$ cat src/rtl/prbs_pattern_gen.sv
// -----------------------------------------------------------------------------
// prbs_pattern_gen
//   Byte-stream stimulus source. On an accepted start it emits a captured
//   32-bit pattern n_repeats times (least-significant byte first), followed by
//   prbs_len PRBS-15 bytes, over a valid/ready handshake. A one-cycle done
//   pulse follows the final accepted byte.
//
// Parameters
//   SEED        PRBS-15 LFSR reload value (must be nonzero)
//
// Ports
//   clk         clock
//   rst_n       asynchronous active-low reset
//   start       run request, only honoured in IDLE
//   abort       synchronous abort back to IDLE, beats start and transfers
//   pattern     32-bit pattern word, byte 0 = [7:0]
//   n_repeats   number of pattern words to emit
//   prbs_len    number of PRBS bytes after the pattern phase
//   data_out    registered output byte
//   data_valid  data_out holds a valid byte
//   data_ready  consumer accepts the byte
//   busy        high whenever the block is not IDLE
//   done        one-cycle pulse after the final byte is accepted
// -----------------------------------------------------------------------------
module prbs_pattern_gen #(
    parameter logic [14:0] SEED = 15'h7FFF
) (
    input  logic        clk,
    input  logic        rst_n,
    input  logic        start,
    input  logic        abort,
    input  logic [31:0] pattern,
    input  logic [7:0]  n_repeats,
    input  logic [15:0] prbs_len,
    output logic [7:0]  data_out,
    output logic        data_valid,
    input  logic        data_ready,
    output logic        busy,
    output logic        done
);

    typedef enum logic [1:0] {
        IDLE    = 2'd0,
        PATTERN = 2'd1,
        PRBS    = 2'd2,
        DONE    = 2'd3
    } state_e;

    state_e      state_q,      state_d;
    logic [31:0] pattern_q,    pattern_d;
    logic [7:0]  n_rep_q,      n_rep_d;
    logic [15:0] prbs_len_q,   prbs_len_d;
    logic [14:0] lfsr_q,       lfsr_d;
    logic [1:0]  byte_idx_q,   byte_idx_d;
    logic [7:0]  rep_cnt_q,    rep_cnt_d;
    logic [15:0] prbs_cnt_q,   prbs_cnt_d;
    logic [7:0]  data_out_q,   data_out_d;
    logic        data_valid_q, data_valid_d;

    // Eight serial LFSR steps in one cycle. Returns {next_state, byte} with
    // the first generated bit placed in the byte MSB.
    function automatic logic [22:0] prbs_step8(input logic [14:0] s_in);
        logic [14:0] s;
        logic [7:0]  b;
        logic        fb;
        s = s_in;
        b = 8'h00;
        for (int i = 0; i < 8; i++) begin
            fb       = s[14] ^ s[13];
            b[7 - i] = fb;
            s        = {s[13:0], fb};
        end
        return {s, b};
    endfunction

    function automatic logic [7:0] pat_byte(input logic [31:0] p, input logic [1:0] idx);
        logic [7:0] r;
        case (idx)
            2'd0:    r = p[7:0];
            2'd1:    r = p[15:8];
            2'd2:    r = p[23:16];
            default: r = p[31:24];
        endcase
        return r;
    endfunction

    // lfsr_q always holds the state the *next* PRBS byte is generated from;
    // the byte on data_out was produced from the previous state.
    logic [14:0] lfsr_adv, seed_adv;
    logic [7:0]  prbs_lfsr_byte, prbs_seed_byte;
    logic        xfer;
    logic        last_pat_byte;
    logic        last_prbs_byte;

    always_comb begin
        {lfsr_adv, prbs_lfsr_byte} = prbs_step8(lfsr_q);
        {seed_adv, prbs_seed_byte} = prbs_step8(SEED);
    end

    assign xfer           = data_valid_q & data_ready;
    assign last_pat_byte  = (byte_idx_q == 2'd3) && (rep_cnt_q == 8'(n_rep_q - 8'd1));
    assign last_prbs_byte = (prbs_cnt_q == 16'(prbs_len_q - 16'd1));

    always_comb begin
        state_d      = state_q;
        pattern_d    = pattern_q;
        n_rep_d      = n_rep_q;
        prbs_len_d   = prbs_len_q;
        lfsr_d       = lfsr_q;
        byte_idx_d   = byte_idx_q;
        rep_cnt_d    = rep_cnt_q;
        prbs_cnt_d   = prbs_cnt_q;
        data_out_d   = data_out_q;
        data_valid_d = data_valid_q;

        if (abort) begin
            // Abort wins over start and over any transfer this cycle.
            state_d      = IDLE;
            data_valid_d = 1'b0;
        end else begin
            case (state_q)
                IDLE: begin
                    if (start) begin
                        pattern_d  = pattern;
                        n_rep_d    = n_repeats;
                        prbs_len_d = prbs_len;
                        byte_idx_d = 2'd0;
                        rep_cnt_d  = 8'd0;
                        prbs_cnt_d = 16'd0;
                        lfsr_d     = SEED;
                        if (n_repeats != 8'd0) begin
                            state_d      = PATTERN;
                            data_out_d   = pattern[7:0];
                            data_valid_d = 1'b1;
                        end else if (prbs_len != 16'd0) begin
                            state_d      = PRBS;
                            data_out_d   = prbs_seed_byte;
                            lfsr_d       = seed_adv;
                            data_valid_d = 1'b1;
                        end else begin
                            state_d      = DONE;
                            data_valid_d = 1'b0;
                        end
                    end
                end

                PATTERN: begin
                    if (xfer) begin
                        byte_idx_d = byte_idx_q + 2'd1;
                        if (byte_idx_q == 2'd3) begin
                            rep_cnt_d = rep_cnt_q + 8'd1;
                        end
                        if (last_pat_byte) begin
                            if (prbs_len_q != 16'd0) begin
                                // Seamless hand-over: first PRBS byte is ready
                                // on the very next cycle.
                                state_d    = PRBS;
                                data_out_d = prbs_lfsr_byte;
                                lfsr_d     = lfsr_adv;
                            end else begin
                                state_d      = DONE;
                                data_valid_d = 1'b0;
                            end
                        end else begin
                            data_out_d = pat_byte(pattern_q, byte_idx_q + 2'd1);
                        end
                    end
                end

                PRBS: begin
                    if (xfer) begin
                        prbs_cnt_d = prbs_cnt_q + 16'd1;
                        if (last_prbs_byte) begin
                            state_d      = DONE;
                            data_valid_d = 1'b0;
                        end else begin
                            data_out_d = prbs_lfsr_byte;
                            lfsr_d     = lfsr_adv;
                        end
                    end
                end

                DONE: begin
                    state_d      = IDLE;
                    data_valid_d = 1'b0;
                end

                default: begin
                    state_d      = IDLE;
                    data_valid_d = 1'b0;
                end
            endcase
        end
    end

    always_ff @(posedge clk or negedge rst_n) begin
        if (!rst_n) begin
            state_q      <= IDLE;
            pattern_q    <= 32'h0;
            n_rep_q      <= 8'h0;
            prbs_len_q   <= 16'h0;
            lfsr_q       <= SEED;
            byte_idx_q   <= 2'd0;
            rep_cnt_q    <= 8'd0;
            prbs_cnt_q   <= 16'd0;
            data_out_q   <= 8'h00;
            data_valid_q <= 1'b0;
        end else begin
            state_q      <= state_d;
            pattern_q    <= pattern_d;
            n_rep_q      <= n_rep_d;
            prbs_len_q   <= prbs_len_d;
            lfsr_q       <= lfsr_d;
            byte_idx_q   <= byte_idx_d;
            rep_cnt_q    <= rep_cnt_d;
            prbs_cnt_q   <= prbs_cnt_d;
            data_out_q   <= data_out_d;
            data_valid_q <= data_valid_d;
        end
    end

    assign data_out   = data_out_q;
    assign data_valid = data_valid_q;
    assign busy       = (state_q != IDLE);
    assign done       = (state_q == DONE);

endmodule

$ cat config.mk
export PLATFORM = sky130hd
export DESIGN_NAME = prbs_pattern_gen
export DESIGN_NICKNAME = d
export VERILOG_FILES = /design/src/rtl/prbs_pattern_gen.sv
export SDC_FILE = /design/constraint.sdc
export NUM_CORES = 1
export LEC_CHECK = 0
export ABC_AREA = 0
export BUFFER_PORTS_ARGS = -buffer_cell sky130_fd_sc_hd__buf_4
export CORE_UTILIZATION = 55
export CTS_BUF_LIST = sky130_fd_sc_hd__clkbuf_4 sky130_fd_sc_hd__clkbuf_8 sky130_fd_sc_hd__clkbuf_16
export DETAILED_ROUTE_END_ITERATION = 10
export PLACE_DENSITY = 0.87
export SLEW_MARGIN = 20
export SYNTH_ARGS = -nofsm -noshare
export SYNTH_HDL_FRONTEND = slang
export SYNTH_SLANG_ARGS = --single-unit
export TNS_END_PERCENT = 10
$ cat constraint.sdc
create_clock -name clk -period 4.95 [get_ports clk]
set_input_delay 0 -clock clk [delete_from_list [all_inputs] [get_ports clk]]
set_output_delay 0 -clock clk [all_outputs]
set_load 0.1 [all_outputs]
==> results of run 1 <==
==> state kept, by name, summed over array words and instances, names as in the netlist <==
register    flops
data_valid      1
byte_idx_q      2
prbs_cnt_q     16
state_q         2
data_out        8
n_rep_q         8
pattern_q      32
rep_cnt_q       8
lfsr_q         15
prbs_len_q     16
==> logic make-up (layout without fill, tap and decap cells) <==
family | count (synthesis) | count (layout) | synth area share, %
compound gates | 87 | 87 | 9.92
xor+xnor | 54 | 54 | 7.86
fa+ha+maj | 12 | 12 | 2.49
buf+inv | 34 | 162 | 2.79
flops | 108 | 108 | 45.2
mux | 89 | 89 | 17.3
simple gates | 166 | 166 | 14.5
==> worst max-delay path, delay by kind of cell, from the launching register on <==
kind / cells / cell delay, ns
AO/OA/AOI/OAI: 4 / 1.48
flip-flops: 1 / 0.48
multiplexers: 1 / 0.41
AND/OR/NAND/NOR: 3 / 1.08
==> worst min path at each step <==
stage,depth (start not counted),end
final,4,prbs_cnt_q[0]
after global routing,4,prbs_cnt_q[0]
after CTS,5,byte_idx_q[0]
after detailed placement,1,prbs_len_q[10]
after global placement,1,prbs_cnt_q[10]
after floorplan,0,byte_idx_q[0]
==> final cells by class <==
class,count,area [µm²]
Multi-Input combinational cell,408,3130
Fill cell,731,3060
Sequential cell,108,2720
Timing Repair Buffer,133,1140
Tap cell,136,170
Clock buffer,9,124
Clock inverter,7,67.6
Inverter,13,48.8
==> metrics by stage <==
step / util [%] / instance area [µm²] / instances / power [mW]
global route: 70.8 / 7410 / 814 / 3.93
CTS: 70.8 / 7410 / 814 / 3.69
floorplan: - / 6020 / 550 / 2.72
finish: 70.8 / 7410 / 814 / 3.72
global placement: 63.4 / 6630 / 740 / 3.02
detailed placement: 63.4 / 6630 / 740 / 3.11
==> per-layer routing <==
metal / vias up / routed length, µm / GRT usage, %
met5: - / 0 / 0
met4: 0 / 731 / 15.1
met3: 60 / 715 / 6.08
met2: 169 / 7650 / 47.8
met1: 2403 / 6190 / 34.1
li1: 2232 / - / -
==> where the power goes <==
part | internal (mW) | leakage (nW) | switching, mW | total [mW]
Combinational | 0.748 | 1.73 | 0.962 | 1.71
Clock | 0.196 | 0.0989 | 0.336 | 0.532
Sequential | 1.20 | 1.31 | 0.278 | 1.48
Total | 2.15 | 3.14 | 1.58 | 3.72
==> placed cells by master, fill, tap and decap left out, drive strengths merged, types with 3 or more instances in the layout <==
master / instances
buf: 75
clkinv: 4
and3: 6
nor2: 46
nand2b: 8
dlygate4sd3: 58
nand2: 37
nand4: 6
nor3: 8
xnor2: 32
nand3: 14
o31ai: 4
and2: 3
inv: 16
a21oi: 27
nand3b: 3
o21ai: 17
nor2b: 4
nor4: 11
a22o: 3
mux2: 88
a222oi: 8
clkbuf: 9
ha: 12
dfrtp: 93
o221ai: 8
a211oi: 6
or4: 4
or3: 5
nand4b: 4
dfstp: 15
xor2: 22
or2: 3
==> results.json, run 1 <==
{
  "startpoint_type": "flop",
  "route.detailed.drc": 0,
  "clockBufferDepth": 2,
  "setup.worst_path.class": "reg -> reg",
  "tightest_slew_ns": 0.790,
  "finalHoldViolCount": 0,
  "gp_congestion": 0.859,
  "holdCritPathClass": "in -> reg",
  "path_max_fanout": 15,
  "dr_total_vias": 4864,
  "path_cells": "nor4_4 -> nand4b_2 -> or3_1 -> a2111oi_1 -> o2111a_2 -> a31oi_1 -> a21bo_1 -> mux2_2",
  "die_x_um": 107,
  "root_buffer": "clkbuf_8",
  "drive_gt1_share_pct": 30.2,
  "startpoint": "prbs_len_q[3]",
  "drtIter0Drc": 264,
  "rsz0062_at_grt": "false",
  "crit_end": "lfsr_q[10]",
  "async_flop_share_pct": 100,
  "rows": 37,
  "run_status": "finished, final reports clean",
  "grt_max_degree": 62,
  "ys_ff_latch": 108,
  "reg2reg_slack_ns": 1.43,
  "setup_viol": 0,
  "viasPerCell": 5.98,
  "cts_buffers": 9,
  "total_leakage_power_nw": 3.14,
  "synth_ff_type": "dfrtp_1",
  "initial_utilization_pct": 57.5,
  "synth_largest_area_cell": "dfrtp_1",
  "syn_inst": 550,
  "cts_sinks": 108,
  "clk_latency_ns": 0.40,
  "cpPeakStageDelay_ns": 0.70,
  "synth.area.top_cells": "dfrtp_1 (39%), mux2_2 (14%), dfstp_2 (6.5%), xnor2_1 (4.7%), xor2_1 (3.2%)",
  "cts_setup_buffers": 0,
  "post_cts_resized": 0,
  "post-place-ws_ns": 1.51,
  "die_y_um": 107,
  "skew_ns": 0.0315,
  "netlist_top_cells_count": "dfrtp_1 (93), mux2_2 (75), nor2_1 (46)",
  "synth_top_area_share_pct": 38.7,
  "nets": 746,
  "end_kind": "flop",
  "io_pins": 72,
  "p_per_area_mw_per_mm2": 503,
  "slowest_stage": "a21bo_1",
  "grt_pass1_wl_um": 24900,
  "period_needed_ns": 3.52,
  "worstHoldStart": "data_ready",
  "max_slew_margin_pct": 47.4,
  "synth_edf_count": 0,
  "peakVddDrop_v": 0.000299,
  "antennaDiodeCount": 0,
  "antenna_found_initial": 0,
  "yosysMostFrequentCell": "dfrtp_1",
  "synth_nets": 623,
  "syn_area_per_cell_um2": 10.9,
  "cts_hold_buf": 58,
  "port_buffers": 71,
  "drv_cap": 0,
  "reg2reg_depth": 8,
  "hpwl_um": 10100,
  "ys_warn_count": 0,
  "fp.coreArea_mm2": 0.0105,
  "ys_seq_area_share_pct": 45.2,
  "setup_ws_ns": 1.43,
  "wire_per_inst_um": 18.8,
  "grt-ovfl-total": 0,
  "holdWs_ns": 0.107,
  "fmax_mhz": 284,
  "worstReg2RegStart": "prbs_len_q[3]",
  "fin_setup_tns_ns": 0,
  "worst_ep_required_time_ns": 5.27,
  "syn_area_mm2": 0.00602,
  "dieArea_mm2": 0.0114,
  "routed_wl_um": 15300,
  "ant_nets": 0,
  "grt_usage_pct": 28.4,
  "area_delta_synth_final_pct": 23.0,
  "synth.distinct_cells": 62,
  "clk_pin_slew_ns": 0.13,
  "timing.rr.end": "lfsr_q[10]",
  "worstPathArrival_ns": 3.84,
  "slew_violations": 0,
  "fin_crit_sh_pct": 71.1,
  "dr.pass1.iters": 6,
  "tritoncts": "yes",
  "htreeDepth": 3,
  "grt_pass1_vias": 5002
}
(Power assumes the default switching activity.)
==> run 2, diff against run 1 <==
- CORE_UTILIZATION: 55 -> 53
- PLACE_DENSITY: 0.87 -> 0.88
- clock period: 4.95 -> 2.98 ns (I/O delays scaled with it)
==> results.json, run 2 (same netlist as run 1, synthesis figures left out) <==
{
  "run_status": "finished, final reports clean",
  "drive_gt1_share_pct": 32.1,
  "rows": 38,
  "antenna_found_initial": 0,
  "fmax_mhz": 350,
  "power.share.clock_pct": 18.9,
  "die_y_um": 109,
  "htreeDepth": 3,
  "cts_buffers": 9,
  "path_cells": "buf_4 -> or3_2 -> nor3_1 -> xnor2_1 -> a2111oi_1 -> o2111a_2 -> a31oi_1 -> a21bo_1 -> buf_12 -> mux2_2",
  "cpLargestDelayFamily": "compound AO/OA/AOI/OAI gates",
  "placed_cell_area_mm2": 0.00676,
  "mostFrequentLayoutCell": "dfrtp_1",
  "grt_usage_pct": 29.1,
  "antennaDiodeCount": 0,
  "largest_reg_flops": 32,
  "io_pins": 72,
  "peakVddDrop_v": 0.000733,
  "port_buffers": 71,
  "layout.cells.most_common_list": "dfrtp_1 (93), buf_4 (85), mux2_2 (75)",
  "viasPerCell": 6.00,
  "intPower_mw": 4.00,
  "gp_congestion": 0.946,
  "clockBufferDepth": 2,
  "clk_latency_ns": 0.36,
  "root_buffer": "clkbuf_16",
  "p_seq_share_pct": 36.7,
  "routed_wl_um": 16200,
  "hpwl_um": 10400,
  "clk_pin_slew_ns": 0.07,
  "fin_crit_sh_pct": 96.0,
  "total_leakage_power_nw": 3.27,
  "die_x_um": 109,
  "drv_cap": 0,
  "cp_num_buf_inv": 2,
  "grt_pass1_wl_um": 25900,
  "dieArea_mm2": 0.0118,
  "dr.pass1.iters": 5,
  "worst_ep_required_time_ns": 3.26,
  "fill_cells": 757,
  "dr_total_vias": 4988,
  "top_register": "pattern_q",
  "holdCritPathClass": "in -> reg",
  "register_area_mm2": 0.00272,
  "max_slew_margin_pct": 42.8,
  "period_needed_ns": 2.86,
  "setup_viol": 0,
  "rsz0062_at_grt": "true",
  "slew_violations": 0,
  "finish.instance_area_mm2": 0.00768,
  "reg_top3": "pattern_q: 32 flops, prbs_cnt_q: 16 flops, prbs_len_q: 16 flops",
  "netSwitchingPower_mw": 2.72,
  "ant_nets": 0,
  "grt_pass1_vias": 5209,
  "worstPathArrival_ns": 3.14,
  "fin_setup_tns_ns": 0,
  "grt-ovfl-total": 0,
  "tritoncts": "yes",
  "route.detailed.drc": 0,
  "startpoint_type": "flop",
  "cpPeakStageDelay_ns": 0.52,
  "fin_util_pct": 70.2,
  "initial_utilization_pct": 55.0,
  "multi_input_area_mm2": 0.00315,
  "nets": 759,
  "end_kind": "flop",
  "p_sw_share_pct": 40.5,
  "p_per_area_mw_per_mm2": 875,
  "area_delta_synth_final_pct": 27.5,
  "slowest_stage": "or3_2",
  "grt_max_degree": 96,
  "skew_ns": 0.0132,
  "cts_sinks": 108,
  "power_frac_comb_pct": 44.4,
  "drtIter0Drc": 437,
  "setup.worst_path.class": "reg -> reg",
  "tightest_slew_ns": 0.858,
  "path_max_fanout": 15,
  "fp.coreArea_mm2": 0.0109,
  "wire_per_inst_um": 19.5,
  "finalHoldViolCount": 0
}
[run 2: power by group through the flow]
stage	logic, mW	registers [mW]	clock network, mW
2_1_floorplan	1.77	2.76	0
6_report	2.98	2.47	1.27
3_5_place_dp	2.81	2.44	0
5_1_grt	3.18	2.51	1.33
3_3_place_gp	2.69	2.41	0
4_1_cts	2.90	2.43	1.27
[run 2: final timing paths]
kind	startpoint	end	slack (ns)	cells after the start
hold / removal	data_ready	byte_idx_q[0]	0.14	5
setup reg to reg	prbs_len_q[3]	lfsr_q[12]	0.12	10
max in group asynchronous	rst_n	n_rep_q[3]	1.95	3
min in group asynchronous	rst_n	prbs_cnt_q[15]	0.28	2
setup / recovery	prbs_len_q[3]	lfsr_q[12]	0.12	10
hold reg to reg	data_out[0]	data_out[0]	0.50	1
[run 2: final cells by class]
type | instances | share of cell area (%)
flip-flops and latches | 108 | 35.4
multi-input cells | 408 | 41.0
repair buffers | 146 | 16.5
well taps | 140 | 2.28
clock inverters | 5 | 0.880
clock buffers | 11 | 3.21
inverters | 13 | 0.636
[run 2: per-layer routing]
| layer | GRT usage (%) | share of wire [%] | up-vias |
|---|---|---|---|
| met3 | 5.06 | 6.1 | 51 |
| met4 | 13.9 | 3.7 | 0 |
| li1 | - | - | 2263 |
| met1 | 34.8 | 40 | 2426 |
| met2 | 50.6 | 50 | 248 |
| met5 | 0 | 0 | - |
[run 2: worst reg2reg max path: cells and delay by family (launching register included)]
kind / cells / cell delay, ns
xor+xnor: 1 / 0.10
mux: 1 / 0.35
buf+inv: 2 / 0.34
flops: 1 / 0.41
simple gates: 2 / 0.72
compound gates: 4 / 0.88
[run 2: what timing repair did]
item | 4_1_cts | 5_1_grt
resized for setup | 0 | 4
hold endpoints to repair | 139 | 0
buffers inserted | 0 | 1
hold buffers | 58 | 0
endpoints found under the setup margin | 0 | 25
[run 2: stage by stage]
step                      setup slack [ns]  std cells  power, mW  hold WS, ns
final                                0.119        831       6.72        0.138
after global routing               -0.0735        831       7.01        0.207
after CTS                           0.0758        830       6.60        0.132
after detailed placement             0.103        756       5.25        0.142
after global placement               0.136        756       5.10        0.233
after floorplan                     0.0106        550       4.52       -0.296
==> run 3, diff against run 2 <==
--- a/config.mk
+++ b/config.mk
@@ -9,6 +9,7 @@
 export BUFFER_PORTS_ARGS = -buffer_cell sky130_fd_sc_hd__buf_4
-export CORE_UTILIZATION = 53
+export CORE_UTILIZATION = 55
 export CTS_BUF_LIST = sky130_fd_sc_hd__clkbuf_4 sky130_fd_sc_hd__clkbuf_8 sky130_fd_sc_hd__clkbuf_16
 export DETAILED_ROUTE_END_ITERATION = 10
-export PLACE_DENSITY = 0.88
+export PLACE_DENSITY = 0.87
+export SKIP_CTS_REPAIR_TIMING = 1
 export SLEW_MARGIN = 20
==> constraint.sdc (replaced) <==
create_clock -name clk -period 2.73 [get_ports clk]
set_input_delay 0 -clock clk [delete_from_list [all_inputs] [get_ports clk]]
set_output_delay 0 -clock clk [all_outputs]
set_load 0.005 [all_outputs]
==> results.json, run 3 (same netlist as run 1, synthesis figures left out) <==
{
  "hpwl_um": 9890,
  "startpoint_type": "flop",
  "die_x_um": 107,
  "grt-ovfl-total": 0,
  "finalPower_mw": 6.54,
  "path_max_fanout": 8,
  "root_buffer": "clkbuf_8",
  "routed_wl_um": 15800,
  "antennaDiodeCount": 0,
  "die_y_um": 107,
  "max_slew_margin_pct": 50.0,
  "wire_per_inst_um": 18.8,
  "io_pins": 72,
  "dr.pass1.iters": 8,
  "intPower_mw": 4.07,
  "run_status": "finished, final reports clean",
  "p_sw_share_pct": 37.8,
  "fp.coreArea_mm2": 0.0105,
  "setup.worst_path.class": "reg -> reg",
  "tightest_slew_ns": 0.751,
  "rows": 37,
  "nets": 772,
  "grt_pass1_vias": 4756,
  "setup_viol": 0,
  "drtIter0Drc": 421,
  "top_register": "pattern_q",
  "p_seq_share_pct": 40.7,
  "viasPerCell": 5.97,
  "grt_max_degree": 59,
  "fill_cells": 677,
  "clk_pin_slew_ns": 0.12,
  "hold_depth": 4,
  "fin_crit_sh_pct": 99.9,
  "grt_usage_pct": 25.3,
  "gp_congestion": 0.857,
  "ant_nets": 0,
  "reg_top3": "pattern_q: 32 flops, prbs_cnt_q: 16 flops, prbs_len_q: 16 flops",
  "largest_reg_flops": 32,
  "path_cells": "nor4_4 -> nand4b_2 -> or3_4 -> a2111oi_4 -> o2111a_2 -> a31oi_2 -> a21bo_4 -> buf_12 -> mux2_2",
  "power_frac_comb_pct": 43.8,
  "rsz0062_at_grt": "true",
  "holdCritPathClass": "in -> reg",
  "area_delta_synth_final_pct": 28.6,
  "fmax_mhz": 367,
  "end_kind": "flop",
  "htreeDepth": 3,
  "clockBufferDepth": 2,
  "cts_sinks": 108,
  "tritoncts": "yes",
  "antenna_found_initial": 0,
  "worstPathArrival_ns": 3.06,
  "finalHoldViolCount": 0,
  "skew_ns": 0.0204,
  "grt_pass1_wl_um": 22600,
  "period_needed_ns": 2.73,
  "netSwitchingPower_mw": 2.47,
  "worst_ep_required_time_ns": 3.06,
  "slowest_stage": "dfrtp_1",
  "reg2reg_depth": 9,
  "clk_latency_ns": 0.40,
  "total_leakage_power_nw": 3.30,
  "layout.cells.most_common_list": "buf_4 (96), dfrtp_1 (91), mux2_2 (75)",
  "peakVddDrop_v": 0.000481,
  "port_buffers": 71,
  "initial_utilization_pct": 57.5,
  "drv_cap": 0,
  "p_per_area_mw_per_mm2": 845,
  "placed_cell_area_mm2": 0.00684,
  "finish.instance_area_mm2": 0.00774,
  "drive_gt1_share_pct": 34.8,
  "mostFrequentLayoutCell": "buf_4",
  "power.share.clock_pct": 15.5,
  "cts_buffers": 9,
  "cpPeakStageDelay_ns": 0.42,
  "dieArea_mm2": 0.0114,
  "slew_violations": 0,
  "dr_total_vias": 5014,
  "route.detailed.drc": 0
}
-- run 3: metal layers --
| metal | GRT usage, % | wire length (µm) | up-vias |
|---|---|---|---|
| met5 | 0 | 0 | - |
| met4 | 11.3 | 621 | 0 |
| met3 | 4.13 | 865 | 56 |
| met2 | 41.7 | 8010 | 218 |
| met1 | 32.8 | 6320 | 2445 |
| li1 | - | - | 2295 |
-- run 3: final timing paths --
check / startpoint / endpoint / slack, ns
min reg2reg: data_out[5] / data_out[5] / 0.52
max reg2reg: prbs_len_q[6] / lfsr_q[14] / 0.002
max in group asynchronous: rst_n / n_rep_q[5] / 1.79
max: prbs_len_q[6] / lfsr_q[14] / 0.002
min in group asynchronous: rst_n / prbs_len_q[7] / 0.21
min: data_ready / prbs_cnt_q[0] / 0.09
-- run 3: area by class of cell --
| type | instances | area [µm²] | area share [%] |
|---|---|---|---|
| clock buffer | 9 | 124 | 1.60 |
| clock inverter | 7 | 78.8 | 1.02 |
| inverter | 13 | 48.8 | 0.631 |
| tap | 136 | 170 | 2.20 |
| multi-input combinational | 408 | 3200 | 41.4 |
| sequential | 108 | 2720 | 35.2 |
| timing repair buffer | 159 | 1390 | 17.9 |
-- run 3: power by group through the flow --
| stage | clock [mW] | sequential (mW) | combinational [mW] |
|---|---|---|---|
| floorplan | 0 | 2.55 | 1.88 |
| global placement | 0 | 2.60 | 2.50 |
| detailed placement | 0 | 2.64 | 2.62 |
| CTS | 1.00 | 2.61 | 2.63 |
| global route | 1.08 | 2.72 | 3.10 |
| finish | 1.01 | 2.66 | 2.86 |
-- run 3: per-stage QoR --
stage / std cells / util, % / hold slack [ns] / setup slack [ns] / TNS [ns]
2_1_floorplan: 550 / - / -0.296 / 0.00424 / 0
6_report: 840 / 74.0 / 0.0891 / 0.00219 / 0
3_3_place_gp: 763 / 65.4 / 0.0984 / 0.0362 / 0
3_5_place_dp: 763 / 65.4 / 0.114 / -0.0795 / -0.830
5_1_grt: 840 / 74.0 / 0.123 / -0.0829 / -1.35
4_1_cts: 779 / 67.3 / -0.317 / -0.0900 / -1.04
-- run 3: worst max-delay path, delay by kind of cell (launching register included) --
kind                   cells  cell delay [ns]
DFF                        1             0.42
AOI/OAI and AO/OA          4             0.91
buffers and inverters      1             0.13
and+or+nand+nor            3             0.88
muxes                      1             0.33
